===== src/rtl/gtp_init_seq_if.sv =====
// Control/status bundle between system logic, the GTP quads and the GTP init sequencer.
// Latency: none, wires only.
// Backpressure: none; start is a one-cycle request and every other signal is a level.
// Optional GTP_INIT_SEQ_DEBUG_EN adds dbg_state and relock_cnt.
interface gtp_init_seq_if #(
    parameter int NUM_CH = 2
);
    logic              start;
    logic [NUM_CH-1:0] ch_pll_sel;
    logic              pll0_lock;
    logic              pll1_lock;
    logic [NUM_CH-1:0] tx_resetdone;
    logic [NUM_CH-1:0] rx_resetdone;
    logic              pll0_reset;
    logic              pll1_reset;
    logic [NUM_CH-1:0] gttxreset;
    logic [NUM_CH-1:0] gtrxreset;
    logic              ready;
    logic              error;
    logic [1:0]        retry_cnt;
`ifdef GTP_INIT_SEQ_DEBUG_EN
    logic [2:0]        dbg_state;
    logic [7:0]        relock_cnt;
`endif

    // System and transceiver side: requests init, reports lock and resetdone.
    modport master (
        output start, ch_pll_sel, pll0_lock, pll1_lock, tx_resetdone, rx_resetdone,
        input  pll0_reset, pll1_reset, gttxreset, gtrxreset, ready, error, retry_cnt
`ifdef GTP_INIT_SEQ_DEBUG_EN
        , input dbg_state, relock_cnt
`endif
    );

    // Sequencer side.
    modport slave (
        input  start, ch_pll_sel, pll0_lock, pll1_lock, tx_resetdone, rx_resetdone,
        output pll0_reset, pll1_reset, gttxreset, gtrxreset, ready, error, retry_cnt
`ifdef GTP_INIT_SEQ_DEBUG_EN
        , output dbg_state, relock_cnt
`endif
    );
endinterface


===== src/rtl/gtp_init_seq.sv =====
// GTP reset/init sequencer: pulses the PLL resets, waits for lock, pulses the channel resets, waits for resetdone, and retries on timeout.
// Latency: lock/resetdone inputs see 2 synchroniser cycles, and outputs follow the state register, so a state's outputs appear the cycle after entry.
// Backpressure: none; start always restarts the sequence. Optional GTP_INIT_SEQ_DEBUG_EN adds dbg_state and relock_cnt.
module gtp_init_seq #(
    parameter int NUM_CH         = 2,
    parameter int PLL_RST_CYCLES = 16,
    parameter int CH_RST_CYCLES  = 16,
    parameter int LOCK_TIMEOUT   = 4096,
    parameter int DONE_TIMEOUT   = 4096,
    parameter int MAX_RETRY      = 3
) (
    input  logic          clk,
    input  logic          rst_n,
    gtp_init_seq_if.slave bus
);
    localparam int TMO_MAX = (LOCK_TIMEOUT > DONE_TIMEOUT) ? LOCK_TIMEOUT : DONE_TIMEOUT;
    localparam int CNT_W   = $clog2(TMO_MAX) + 1;

    localparam logic [CNT_W-1:0] PLL_RST_LAST = CNT_W'(PLL_RST_CYCLES - 1);
    localparam logic [CNT_W-1:0] CH_RST_LAST  = CNT_W'(CH_RST_CYCLES - 1);
    localparam logic [CNT_W-1:0] LOCK_LAST    = CNT_W'(LOCK_TIMEOUT - 1);
    localparam logic [CNT_W-1:0] DONE_LAST    = CNT_W'(DONE_TIMEOUT - 1);
    localparam logic [1:0]       RETRY_MAX    = 2'(MAX_RETRY);

    typedef enum logic [2:0] {
        S_IDLE     = 3'd0,
        S_PLL_RST  = 3'd1,
        S_PLL_WAIT = 3'd2,
        S_CH_RST   = 3'd3,
        S_CH_WAIT  = 3'd4,
        S_READY    = 3'd5,
        S_FAIL     = 3'd6
    } state_t;

    state_t            state;
    state_t            state_nxt;
    logic [CNT_W-1:0]  cnt;
    logic [1:0]        retry_cnt;
    logic              retry_inc;
    logic [NUM_CH-1:0] sel_q;

    logic [1:0]        pll0_sync;
    logic [1:0]        pll1_sync;
    logic [NUM_CH-1:0] tx_sync0, tx_sync1;
    logic [NUM_CH-1:0] rx_sync0, rx_sync1;

    // A PLL is needed only if at least one channel was latched onto it.
    logic need_pll0, need_pll1, locks_ok, done_ok, can_retry, cnt_run;
    assign need_pll0 = ~&sel_q;
    assign need_pll1 = |sel_q;
    assign locks_ok  = (!need_pll0 || pll0_sync[1]) && (!need_pll1 || pll1_sync[1]);
    assign done_ok   = (&tx_sync1) && (&rx_sync1);
    assign can_retry = (retry_cnt < RETRY_MAX);
    assign cnt_run   = (state == S_PLL_RST) || (state == S_PLL_WAIT) ||
                       (state == S_CH_RST)  || (state == S_CH_WAIT);

    // Two-flop synchronisers for the asynchronous lock and resetdone levels.
    always_ff @(posedge clk) begin
        if (!rst_n) begin
            pll0_sync <= '0;
            pll1_sync <= '0;
            tx_sync0  <= '0;
            tx_sync1  <= '0;
            rx_sync0  <= '0;
            rx_sync1  <= '0;
        end else begin
            pll0_sync <= {pll0_sync[0], bus.pll0_lock};
            pll1_sync <= {pll1_sync[0], bus.pll1_lock};
            tx_sync0  <= bus.tx_resetdone;
            tx_sync1  <= tx_sync0;
            rx_sync0  <= bus.rx_resetdone;
            rx_sync1  <= rx_sync0;
        end
    end

    // State register.
    always_ff @(posedge clk) begin
        if (!rst_n) state <= S_IDLE;
        else        state <= state_nxt;
    end

    // Next state: start wins over everything; a timeout either retries or gives up.
    always_comb begin
        state_nxt = state;
        retry_inc = 1'b0;
        if (bus.start) begin
            state_nxt = S_PLL_RST;
        end else begin
            case (state)
                S_IDLE:     state_nxt = S_IDLE;
                S_PLL_RST:  if (cnt == PLL_RST_LAST) state_nxt = S_PLL_WAIT;
                S_PLL_WAIT: begin
                    if (locks_ok) begin
                        state_nxt = S_CH_RST;
                    end else if (cnt == LOCK_LAST) begin
                        state_nxt = can_retry ? S_PLL_RST : S_FAIL;
                        retry_inc = can_retry;
                    end
                end
                S_CH_RST:   if (cnt == CH_RST_LAST) state_nxt = S_CH_WAIT;
                S_CH_WAIT: begin
                    if (done_ok) begin
                        state_nxt = S_READY;
                    end else if (cnt == DONE_LAST) begin
                        state_nxt = can_retry ? S_PLL_RST : S_FAIL;
                        retry_inc = can_retry;
                    end
                end
                S_READY: begin
                    if (!locks_ok)     state_nxt = S_PLL_RST;
                    else if (!done_ok) state_nxt = S_CH_RST;
                end
                S_FAIL:     state_nxt = S_FAIL;
                default:    state_nxt = S_IDLE;
            endcase
        end
    end

    // Phase counter restarts on every state entry (start counts as re-entry); retry and channel map are owned by start.
    always_ff @(posedge clk) begin
        if (!rst_n) begin
            cnt       <= '0;
            retry_cnt <= '0;
            sel_q     <= '0;
        end else begin
            if (bus.start) sel_q <= bus.ch_pll_sel;
            if (bus.start)      retry_cnt <= '0;
            else if (retry_inc) retry_cnt <= retry_cnt + 2'd1;
            if (bus.start || (state_nxt != state)) cnt <= '0;
            else if (cnt_run)                     cnt <= cnt + CNT_W'(1);
        end
    end

    // Outputs decoded from state; an unneeded PLL is held in reset throughout.
    always_comb begin
        bus.pll0_reset = 1'b1;
        bus.pll1_reset = 1'b1;
        bus.gttxreset  = '1;
        bus.gtrxreset  = '1;
        bus.ready      = 1'b0;
        bus.error      = 1'b0;
        case (state)
            S_PLL_WAIT, S_CH_RST: begin
                bus.pll0_reset = !need_pll0;
                bus.pll1_reset = !need_pll1;
            end
            S_CH_WAIT: begin
                bus.pll0_reset = !need_pll0;
                bus.pll1_reset = !need_pll1;
                bus.gttxreset  = '0;
                bus.gtrxreset  = '0;
            end
            S_READY: begin
                bus.pll0_reset = !need_pll0;
                bus.pll1_reset = !need_pll1;
                bus.gttxreset  = '0;
                bus.gtrxreset  = '0;
                bus.ready      = 1'b1;
            end
            S_FAIL:  bus.error = 1'b1;
            default: bus.error = 1'b0;
        endcase
    end

    assign bus.retry_cnt = retry_cnt;

`ifdef GTP_INIT_SEQ_DEBUG_EN
    logic [7:0] relock_cnt;

    // Saturating count of READY->PLL_RST transitions, only cleared by rst_n.
    always_ff @(posedge clk) begin
        if (!rst_n)
            relock_cnt <= '0;
        else if ((state == S_READY) && (state_nxt == S_PLL_RST) && (relock_cnt != 8'hFF))
            relock_cnt <= relock_cnt + 8'd1;
    end

    assign bus.dbg_state  = state;
    assign bus.relock_cnt = relock_cnt;
`endif
endmodule


===== src/flat_wrapper.sv =====
// flat-port wrapper written by rule: the top's interface ports become plain ports
module gtp_init_seq_flat 
#(
    parameter int NUM_CH         = 2,
    parameter int PLL_RST_CYCLES = 16,
    parameter int CH_RST_CYCLES  = 16,
    parameter int LOCK_TIMEOUT   = 4096,
    parameter int DONE_TIMEOUT   = 4096,
    parameter int MAX_RETRY      = 3
)
  (clk, rst_n, bus_start, bus_ch_pll_sel, bus_pll0_lock, bus_pll1_lock, bus_tx_resetdone, bus_rx_resetdone, bus_pll0_reset, bus_pll1_reset, bus_gttxreset, bus_gtrxreset, bus_ready, bus_error, bus_retry_cnt);
  gtp_init_seq_if #(.NUM_CH(NUM_CH)) bus_i ();
  input  logic clk;
  input  logic rst_n;
  input wire logic [$bits(bus_i.start)-1:0] bus_start;
  input wire logic [$bits(bus_i.ch_pll_sel)-1:0] bus_ch_pll_sel;
  input wire logic [$bits(bus_i.pll0_lock)-1:0] bus_pll0_lock;
  input wire logic [$bits(bus_i.pll1_lock)-1:0] bus_pll1_lock;
  input wire logic [$bits(bus_i.tx_resetdone)-1:0] bus_tx_resetdone;
  input wire logic [$bits(bus_i.rx_resetdone)-1:0] bus_rx_resetdone;
  output wire logic [$bits(bus_i.pll0_reset)-1:0] bus_pll0_reset;
  output wire logic [$bits(bus_i.pll1_reset)-1:0] bus_pll1_reset;
  output wire logic [$bits(bus_i.gttxreset)-1:0] bus_gttxreset;
  output wire logic [$bits(bus_i.gtrxreset)-1:0] bus_gtrxreset;
  output wire logic [$bits(bus_i.ready)-1:0] bus_ready;
  output wire logic [$bits(bus_i.error)-1:0] bus_error;
  output wire logic [$bits(bus_i.retry_cnt)-1:0] bus_retry_cnt;
  assign bus_i.start = bus_start;
  assign bus_i.ch_pll_sel = bus_ch_pll_sel;
  assign bus_i.pll0_lock = bus_pll0_lock;
  assign bus_i.pll1_lock = bus_pll1_lock;
  assign bus_i.tx_resetdone = bus_tx_resetdone;
  assign bus_i.rx_resetdone = bus_rx_resetdone;
  assign bus_pll0_reset = bus_i.pll0_reset;
  assign bus_pll1_reset = bus_i.pll1_reset;
  assign bus_gttxreset = bus_i.gttxreset;
  assign bus_gtrxreset = bus_i.gtrxreset;
  assign bus_ready = bus_i.ready;
  assign bus_error = bus_i.error;
  assign bus_retry_cnt = bus_i.retry_cnt;
  gtp_init_seq #(.NUM_CH(NUM_CH), .PLL_RST_CYCLES(PLL_RST_CYCLES), .CH_RST_CYCLES(CH_RST_CYCLES), .LOCK_TIMEOUT(LOCK_TIMEOUT), .DONE_TIMEOUT(DONE_TIMEOUT), .MAX_RETRY(MAX_RETRY)) u_core (.clk(clk), .rst_n(rst_n), .bus(bus_i));
endmodule

===== config.mk =====
export PLATFORM = sky130hd
export DESIGN_NAME = gtp_init_seq_flat
export DESIGN_NICKNAME = d
export VERILOG_FILES = /design/src/rtl/gtp_init_seq_if.sv /design/src/rtl/gtp_init_seq.sv /design/src/flat_wrapper.sv
export SDC_FILE = /design/constraint.sdc
export NUM_CORES = 1
export LEC_CHECK = 0
export ABC_AREA = 1
export BUFFER_PORTS_ARGS = -buffer_cell sky130_fd_sc_hd__clkbuf_2
export CAP_MARGIN = 20
export CORE_ASPECT_RATIO = 0.7
export CORE_MARGIN = 2
export CORE_UTILIZATION = 45
export DETAILED_ROUTE_END_ITERATION = 8
export GPL_TIMING_DRIVEN = 1
export HOLD_SLACK_MARGIN = 0.06
export PLACE_DENSITY_LB_ADDON = 0.05
export SETUP_SLACK_MARGIN = 0.2
export SLEW_MARGIN = 40
export SYNTH_ARGS = -nofsm -noshare
export SYNTH_HDL_FRONTEND = slang
export SYNTH_SLANG_ARGS = --single-unit

===== constraint.sdc =====
create_clock -name clk -period 1.9 [get_ports clk]
set_clock_uncertainty 0.1 [all_clocks]
set_input_delay 0.095 -clock clk [delete_from_list [all_inputs] [get_ports clk]]
set_output_delay 0.095 -clock clk [all_outputs]
set_load 0.03 [all_outputs]

# Yosys cells after proc, flatten, opt, wreduce, memory -nomap -nowiden
# Index checks and enable logic that the tools add are counted.
# word_totals
romBits	0
ram_bits	0
latchBits	0
output_inout_bits	10
memories	0
ff_bits	32
in_bits	11
# classes
eq_ne	9
magnitude_cmp	1
reduce_logical	17
n_div	0
n_mux	20
mul	0
n_addsub	2
n_shift	0
bitwise	1
# ops
cell	count
$mux 3	9
$pmux 3 s6	1
$add 13x1->13 const B	1
$eq 13x12->1 const B	1
$eq 13x4->1 const B	1
$eq 3x3->1 const B	3
$mux 1	8
$reduce_or 2->1	4
$eq 3x2->1 const B	2
$logic_or 1x1->1	6
$reduce_and 2->1	3
$reduce_or 4->1	1
$eq 3x1->1 const B	1
$ne 3x3->1	1
$add 2x1->2 const B	1
$logic_and 1x1->1	2
$lt 2x2->1 const B	1
$mux 2	1
$pmux 1 s2	1
$logic_not 1->1	1
$not 1->1	1

# Depth between registers and ports, before layout
# Gate-level depths: netlist (run 1).
# logic_depth
ltp_word	10
depth_mapped	13
depth_no_buf	12

# Least setup slack after synthesis (run 1)
# OpenSTA, ideal clock, no wires.
# synth_path
path_kind	register -> register
startpoint	reg u_core.state[1]
endpoint	reg u_core.cnt[7]
path_buffers	1
slack_ns	0.097
stages_incl_launch_ff	13
setup_ns	0.062
arrival_ns	1.641
period_less_slack_ns	1.803
cell_sequence	dfxtp_1 inv_2 nand3_2 clkinv_1 nand4_1 nand2_1 nand3b_1 nand2_1 nand2_1 nand2_1 nand3_2 buf_6 nor2_2
# synth_via
elab_chain_cells	7
# synth_lines
element	line	text
start, declared	gtp_init_seq.sv:35	state_t state;
start signal, assigned	gtp_init_seq.sv:79	else state <= state_nxt;
$mux 3, on equally long branches	gtp_init_seq.sv:111, gtp_init_seq.sv:95, gtp_init_seq.sv:104	
$mux 3, on equally long branches	gtp_init_seq.sv:110, gtp_init_seq.sv:93, gtp_init_seq.sv:102	
$pmux 3 s6	gtp_init_seq.sv:89	case (state)
$mux 3	gtp_init_seq.sv:86	if (bus.start) begin
$ne 3x3->1	gtp_init_seq.sv:129	if (bus.start || (state_nxt != state)) cnt <= '0;
$logic_or 1x1->1	gtp_init_seq.sv:129	
$reduce_or 2->1 (no line)	n/a	
end signal, assigned	gtp_init_seq.sv:130	else if (cnt_run) cnt <= cnt + CNT_W'(1);
end, declared	gtp_init_seq.sv:37	logic [CNT_W-1:0] cnt;
# Several ways; a longest one is shown, not always the timed one.
# A chain may end at the register's enable or synchronous reset.

# Worst setup path after layout (run 1)
# layout_path
startpoint	reg u_core.cnt[1]
endpoint	reg u_core.cnt[5]
# layout_via
elab_chain_cells	8
# layout_lines
element	line
$eq 13x12->1	gtp_init_seq.sv:95, gtp_init_seq.sv:104
$mux 3	gtp_init_seq.sv:95, gtp_init_seq.sv:104
$mux 3, on equally long branches	gtp_init_seq.sv:102, gtp_init_seq.sv:93
$pmux 3 s6	gtp_init_seq.sv:89
$mux 3	gtp_init_seq.sv:86
$ne 3x3->1	gtp_init_seq.sv:129
$logic_or 1x1->1	gtp_init_seq.sv:129
$reduce_or 2->1 (no line)	n/a
# Several ways; a longest one is shown, not always the timed one.

==> results.yml, run 1 <==
worst_setup_path:
  crit_required_ns: 2.02
  endpoint_kind: "flip-flop"
  arrival_ns: 2.04
  critPathMaxStageDelay_ns: 0.36
  cp.buffers_inverters: 1
  worstPathCellList: "ha_4 > nand3_4 > nor2_4 > nand4_4 > nand3_2 > nand3b_1 > nand2_1 > nand2_1 > nand2_2 > nand3_4 > clkbuf_16 > nor2_2"
  critical_path.top_delay_family: "simple AND/OR/NAND/NOR gates"
  rr_startpoint: "u_core.cnt[1]"
  r2r_slack_ns: -0.03
  r2r_end: "u_core.cnt[5]"
  worst-path-max-fanout: 6
  slowest_stage: "dfxtp_4"
  critPathKind: "reg -> reg"
  critPathLaunchType: "flip-flop"
  reg2regPathDepth: 12
global_route:
  met1_usage_pct: 23.3
  use_met3_pct: 4.46
  grt_use_met2_pct: 26.7
  overflow: 0
  grt.total_usage_pct: 17.0
  antenna_found_initial: 0
  grt_max_degree: 17
  grt_pass1_wl_mm: 5.58
  top_usage_layer: "met2"
  first_global_vias: 1293
floorplanning:
  ios: 21
  dieHeight_um: 54.8
  fp.coreArea_um2: 3540
  die_area_um2: 4200
  fp.dieW_um: 76.6
  initial_core_util_pct: 46.9
  rows: 18
timing:
  timing.final.ws_setup_ns: -0.0264
  max-slew-margin-rel_pct: 78.4
  setup-violations-final: 9
  fin_crit_sh_pct: 101
  hold_viol: 0
  fmax_mhz: 519
  hold_ws_ns: 0.0937
  fin_crit_ns: 1.93
  rsz0062_at_grt: "true"
  maxSlewViolCount: 0
  worst_pin_slew_ns: 0.322
outcome:
  status: "finished, violations left"
  violations: "negative setup slack"
clocking:
  insertion_delay_ns: 0.28
  htreeDepth: 2
  clkTransAtPathRegs_ns: 0.07
  cts_made_buffers: 5
  cts_sinks: 32
  cts.path.max_buffers: 2
  cts_tree: "yes"
  cts_root_buf: "clkbuf_8"
layout:
  drive_above_1_share_pct: 36.7
  nFillCells: 285
  post-route-util_pct: 65.4
  final-instance-count-excl-fill: 328
  final_common_cell: "nand2_1"
  area_growth_pct: 39.4
  layout.cells.most_common_list: "nand2_1 (40), inv_1 (30), dfxtp_1 (24)"
  final_nets: 291
  diodes: 0
synth:
  yosys-top-cells-area: "dfxtp_1 (39%), nand2_1 (9.7%), inv_1 (7.0%)"
  synthXorXnorAreaFrac_pct: 6.33
  syn_inst: 225
  yosysWarnings: 0
  ys_ff_latch: 32
  netlist.area_leader.share_pct: 38.6
  synth_mux_area_share_pct: 0.603
  ys_seq_area_share_pct: 38.6
  synthArstFlopShare_pct: 0
  synth_top_family_by_area: "simple AND/OR/NAND/NOR gates"
  yosysTopAreaCell: "dfxtp_1"
  synthSimpleGateAreaFrac_pct: 35.8
  ys.flop_type: "dfxtp_1"
  syn_nets: 239
  avgSynthCellArea_um2: 7.37
  synthDistinctLibCells: 31
  netlist_area_um2: 1660
  synth_fa_ha_area_share_pct: 2.26
  synth_compound_area_share_pct: 5.51
  synth_enable_flop_cells: 0
route:
  routedWlPerCell_um: 11.4
  vias_per_cell: 4.56
  routed_wl_mm: 3.76
  drt_iter0_drc: 128
  drc: 0
  dr.pass1.iters: 5
  ant_nets: 0
  vias: 1495
min_path:
  hold_class: "in -> reg"
  hp-start: "bus_start"
  whs_path_depth: 4
  worstHoldEndpoint: "u_core.bus.retry_cnt[0]"
placed_design:
  dpl.hpwl_mm: 2.40
  port-buffer-count: 20
  dp.cells: 301
  gp_congestion: 0.889
power:
  clockPowerShare_pct: 43.9
  power.switching_w: 0.000308
  ir_drop_v: 0.000534
  powerDensity_nw_per_um2: 621
  p_sw_share_pct: 21.4
  combPwrFrac_pct: 7.8
  internal_power_w: 0.00113
  seqPwrFrac_pct: 48.4
  p_leak_nw: 1.11
run:
  maxCapViolations: 0
## stage by stage
stage	setup WS (ns)	total power [W]	TNS [ns]	area (µm²)
after floorplan	0.206	0.000758	0	1700
after global placement	0.0656	0.000788	0	1920
after detailed placement	0.0730	0.000788	0	1920
after CTS	0.0645	0.00143	0	2140
after global routing	-0.140	0.00150	-1.58	2310
final	-0.0264	0.00144	-0.154	2310
## kinds of logic (layout without fill, tap and decap cells)
kind of cell / count (synthesis) / after routing
muxes: 1 / 1
AOI/OAI and AO/OA: 16 / 16
and+or+nand+nor: 118 / 118
buffers and inverters: 43 / 96
xor gates and xnor gates: 12 / 12
DFF: 32 / 32
adders and majority gates: 3 / 3
## synthesized netlist by cell type, types with 2 or more instances
library cell and n:
nor2_1 24, clkbuf_1 2, nand3b_1 2, nand2_2 2, o21ai_0 7, nand4_1 3, inv_2 4, nor3_1 2
dfxtp_1 32, nand3_1 16, clkinv_1 2, nor2_4 2, inv_1 31, xor2_1 6, nor2_2 15, buf_4 3
o21bai_1 2, ha_1 3, nand3_2 5, a21oi_1 4, nand2_1 43, xnor2_1 6
## routing by layer
layer	share of wire, %	wire (µm)
met3	4.4	164
met4	0.88	33
met1	53	1980
met5	0	0
met2	42	1580
## worst min-delay path, stage by stage
cell      delay (ns)
clkbuf_2        0.11
nor2_1          0.08
o21ai_0         0.08
a21oi_1         0.04
## sequential cells by signal (all words and copies together) (netlist names)
name and cells:
u_core.bus.retry_cnt 2, u_core.cnt 13, u_core.pll0_sync 2, u_core.pll1_sync 2
u_core.rx_sync0 2, u_core.rx_sync1 2, u_core.sel_q 2, u_core.state 3
u_core.tx_sync0 2, u_core.tx_sync1 2
## how the worst max path moves through the flow
stage                     depth (start not counted)        endpoint           from
final                                            12   u_core.cnt[5]  u_core.cnt[1]
after global routing                             12   u_core.cnt[0]  u_core.cnt[1]
after CTS                                        12   u_core.cnt[3]  u_core.cnt[0]
after detailed placement                         12   u_core.cnt[3]  u_core.cnt[0]
after global placement                           12  u_core.cnt[11]  u_core.cnt[0]
after floorplan                                  13   u_core.cnt[0]  u_core.cnt[0]
## timing repair
item / in CTS / in global routing
gates cloned: 0 / 1
gates resized for setup: 3 / 27
hold buffers: 11 / 0
endpoints found under the hold margin: 10 / 0
pin swaps: 0 / 6
setup endpoints to repair: 14 / 15
setup buffers: 0 / 7
## layout make-up
class / count / area, µm² / share of cell area, %
tap: 50 / 62.6 / 2.70
multi-input combinational: 150 / 952 / 41.2
inverter: 37 / 140 / 6.06
clock buffer: 6 / 72.6 / 3.14
timing repair buffer: 51 / 393 / 17.0
clock inverter: 2 / 35.0 / 1.51
sequential: 32 / 658 / 28.4
## power groups by stage
| stage | Sequential (W) | Clock [W] | Combinational, W |
|---|---|---|---|
| after CTS | 0.000695 | 0.000642 | 0.0000932 |
| after detailed placement | 0.000713 | 0 | 0.0000745 |
| after floorplan | 0.000710 | 0 | 0.0000481 |
| after global placement | 0.000713 | 0 | 0.0000746 |
| after global routing | 0.000697 | 0.000678 | 0.000124 |
| final | 0.000695 | 0.000630 | 0.000111 |
Note: power is estimated with default switching activity, not from simulation.
==> run 2, diff against run 1 <==
--- a/config.mk
+++ b/config.mk
@@ -15,8 +15,9 @@
 export GPL_TIMING_DRIVEN = 1
 export HOLD_SLACK_MARGIN = 0.06
 export PLACE_DENSITY_LB_ADDON = 0.05
-export SETUP_SLACK_MARGIN = 0.2
+export SETUP_SLACK_MARGIN = 0.5
 export SLEW_MARGIN = 40
 export SYNTH_ARGS = -nofsm -noshare
 export SYNTH_HDL_FRONTEND = slang
 export SYNTH_SLANG_ARGS = --single-unit
+export TNS_END_PERCENT = 10
==> run 2 against run 1 <==
  * The run now ends clean
  * Critical path depth is the same
  * First-iteration DRC count increased by 7.8%
  * Sequential power hardly changed
  * Maximum frequency up 4.2%
  * Die area unchanged
  * Via count is 1.5% lower
  * Sequential share of layout area grew 0.75 points
  * Global-route usage rose by 1.0 points
  * Non-clock buffer count is 5 lower
  * Design area shrank 2.4%
  * Combinational power fell by 14%
  * Register-to-register slack improved by 0.08 ns
  * Critical path type unchanged
==> results.yml, run 2 (synthesis gave the netlist of run 1 again) <==
outcome:
  status: "finished clean"
route:
  met3RoutedLength_um: 128
  drt_iter0_drc: 138
  routed_wl_mm: 3.47
  wl_met2_mm: 1.43
  vias_per_cell: 4.56
  drc: 0
  highest_layer: "met4"
  ant_nets: 0
  drt-met1-wl_mm: 1.87
  routedWlPerCell_um: 10.7
  vias: 1472
  dr.pass1.iters: 4
worst_setup_path:
  worstPathCellList: "buf_4 > nor3_2 > nand3_1 > nand2_1 > a21oi_2 > nand3b_1 > nand2_1 > nand2_1 > nand2_1 > nand3_2 > buf_12 > nor2_2"
  rr_startpoint: "u_core.state[2]"
  endpoint_kind: "flip-flop"
  slowest_stage: "dfxtp_4"
  crit_required_ns: 1.97
  worst-path-max-fanout: 13
  r2r_end: "u_core.cnt[6]"
  critPathLaunchType: "flip-flop"
  arrival_ns: 1.92
  path_common_cell: "nand2_1"
  critPathKind: "reg -> reg"
  reg2regPathDepth: 12
  critPathMaxStageDelay_ns: 0.36
  r2r_slack_ns: 0.05
global_route:
  grt_max_degree: 17
  grt_pass1_wl_mm: 5.84
  antenna_found_initial: 0
  first_global_vias: 1305
  overflow: 0
  grt.total_usage_pct: 18.0
layout:
  largest_register: "u_core.cnt"
  postLayoutCellArea_um2: 2260
  diodes: 0
  post-route-util_pct: 63.9
  largestRegisters: "u_core.cnt (13), u_core.state (3)"
  area_growth_pct: 36.1
  drive_above_1_share_pct: 33.3
  layout.cells.most_common_list: "nand2_1 (43), inv_1 (29), dfxtp_1 (25)"
  final_common_cell: "nand2_1"
  final_nets: 286
  largest_reg_flops: 13
placed_design:
  gp_congestion: 0.865
  dpl_cell_area_um2: 1920
  dp_slack_ns: 0.0577
  port-buffer-count: 20
  dpl.hpwl_mm: 2.46
min_path:
  hp-start: "bus_start"
  whs_path_depth: 4
  hold_class: "in -> reg"
  worstHoldEndpoint: "u_core.bus.retry_cnt[0]"
timing:
  fin_crit_sh_pct: 97.3
  worst_pin_slew_ns: 0.313
  max-slew-margin-rel_pct: 79.0
  rsz0062_at_grt: "true"
  timing.final.ws_setup_ns: 0.0513
  fin_crit_ns: 1.85
  hold_viol: 0
  maxSlewViolCount: 0
  setup_tns_ns: 0
  setup-violations-final: 0
  fmax_mhz: 541
power:
  powerDensity_nw_per_um2: 638
  combPwrFrac_pct: 6.7
  p_leak_nw: 1.09
  internal_power_w: 0.00112
  fin_total_pwr_w: 0.00144
  ir_drop_v: 0.000586
  clockPowerShare_pct: 45.3
  power.switching_w: 0.000323
  p_sw_share_pct: 22.4
  seqPwrFrac_pct: 48.1
clocking:
  cts.path.max_buffers: 2
  cts_sinks: 32
  clkTransAtPathRegs_ns: 0.07
  cts_tree: "yes"
  insertion_delay_ns: 0.29
  cts_root_buf: "clkbuf_8"
  htreeDepth: 2
  cts_made_buffers: 5
run:
  maxCapViolations: 0
floorplanning:
  die_area_um2: 4200
  fp.coreArea_um2: 3540
  dieHeight_um: 54.8
  initial_core_util_pct: 46.9
  fp.dieW_um: 76.6
  rows: 18
  ios: 21
-- run 2: cell types whose count changed in the layout (fill, tap and decap cells not counted), moves of 3 or more --
cell,delta
nor2_2,-3
nand2_1,+3
nand2_2,-3
nor2_1,+4
buf_6,+5
clkbuf_2,-6
-- run 2: worst max-delay path: cells and delay by family (launching register included) --
family,cells,cell delay [ns]
AND/OR/NAND/NOR,9,0.92
flip-flops,1,0.36
buffers and inverters,2,0.31
AO/OA/AOI/OAI,1,0.04
-- run 2: what timing repair did --
item / in CTS / in global routing
hold endpoints to repair: 11 / 0
hold buffers: 11 / 0
pin swaps: 2 / 0
resized for setup: 8 / 40
endpoints found under the setup margin: 26 / 27
setup buffers: 2 / 1
-- run 2: stage by stage --
stage / instances / hold slack (ns)
after detailed placement: 301 / 0.181
after CTS: 322 / 0.0582
after global placement: 301 / 0.175
final: 323 / 0.0825
after floorplan: 225 / 0.0926
after global routing: 323 / 0.111
-- run 2: cell type report --
type | instances | area (µm²)
fillers | 301 | 1280
well taps | 50 | 62.6
clock inverters | 3 | 42.5
flip-flops and latches | 32 | 659
clock buffers | 5 | 68.8
inverters | 37 | 143
repair buffers | 46 | 374
multi-input cells | 150 | 908
-- run 2: layer usage --
metal | up-vias | GRT usage, %
met3 | 8 | 4.13
met5 | - | 0
met4 | 0 | 6.36
met2 | 29 | 27.7
met1 | 647 | 25.0
li1 | 788 | -
-- run 2: power groups by stage --
stage | Sequential [W] | Combinational (W) | Clock [W]
global route | 0.000694 | 0.000107 | 0.000697
global placement | 0.000713 | 0.0000746 | 0
finish | 0.000693 | 0.0000960 | 0.000652
floorplan | 0.000710 | 0.0000481 | 0
CTS | 0.000694 | 0.0000942 | 0.000664
detailed placement | 0.000713 | 0.0000743 | 0
-- run 2: how the worst max path moves through the flow --
| stage | from | end | slack [ns] | cells past startpoint |
|---|---|---|---|---|
| after floorplan | u_core.cnt[0] | u_core.cnt[0] | 0.21 | 13 |
| after global placement | u_core.cnt[0] | u_core.cnt[2] | 0.07 | 12 |
| after detailed placement | u_core.cnt[0] | u_core.cnt[4] | 0.06 | 12 |
| after CTS | u_core.cnt[1] | u_core.cnt[8] | 0.07 | 12 |
| after global routing | u_core.cnt[1] | u_core.cnt[2] | -0.09 | 12 |
| final | u_core.state[2] | u_core.cnt[6] | 0.05 | 12 |
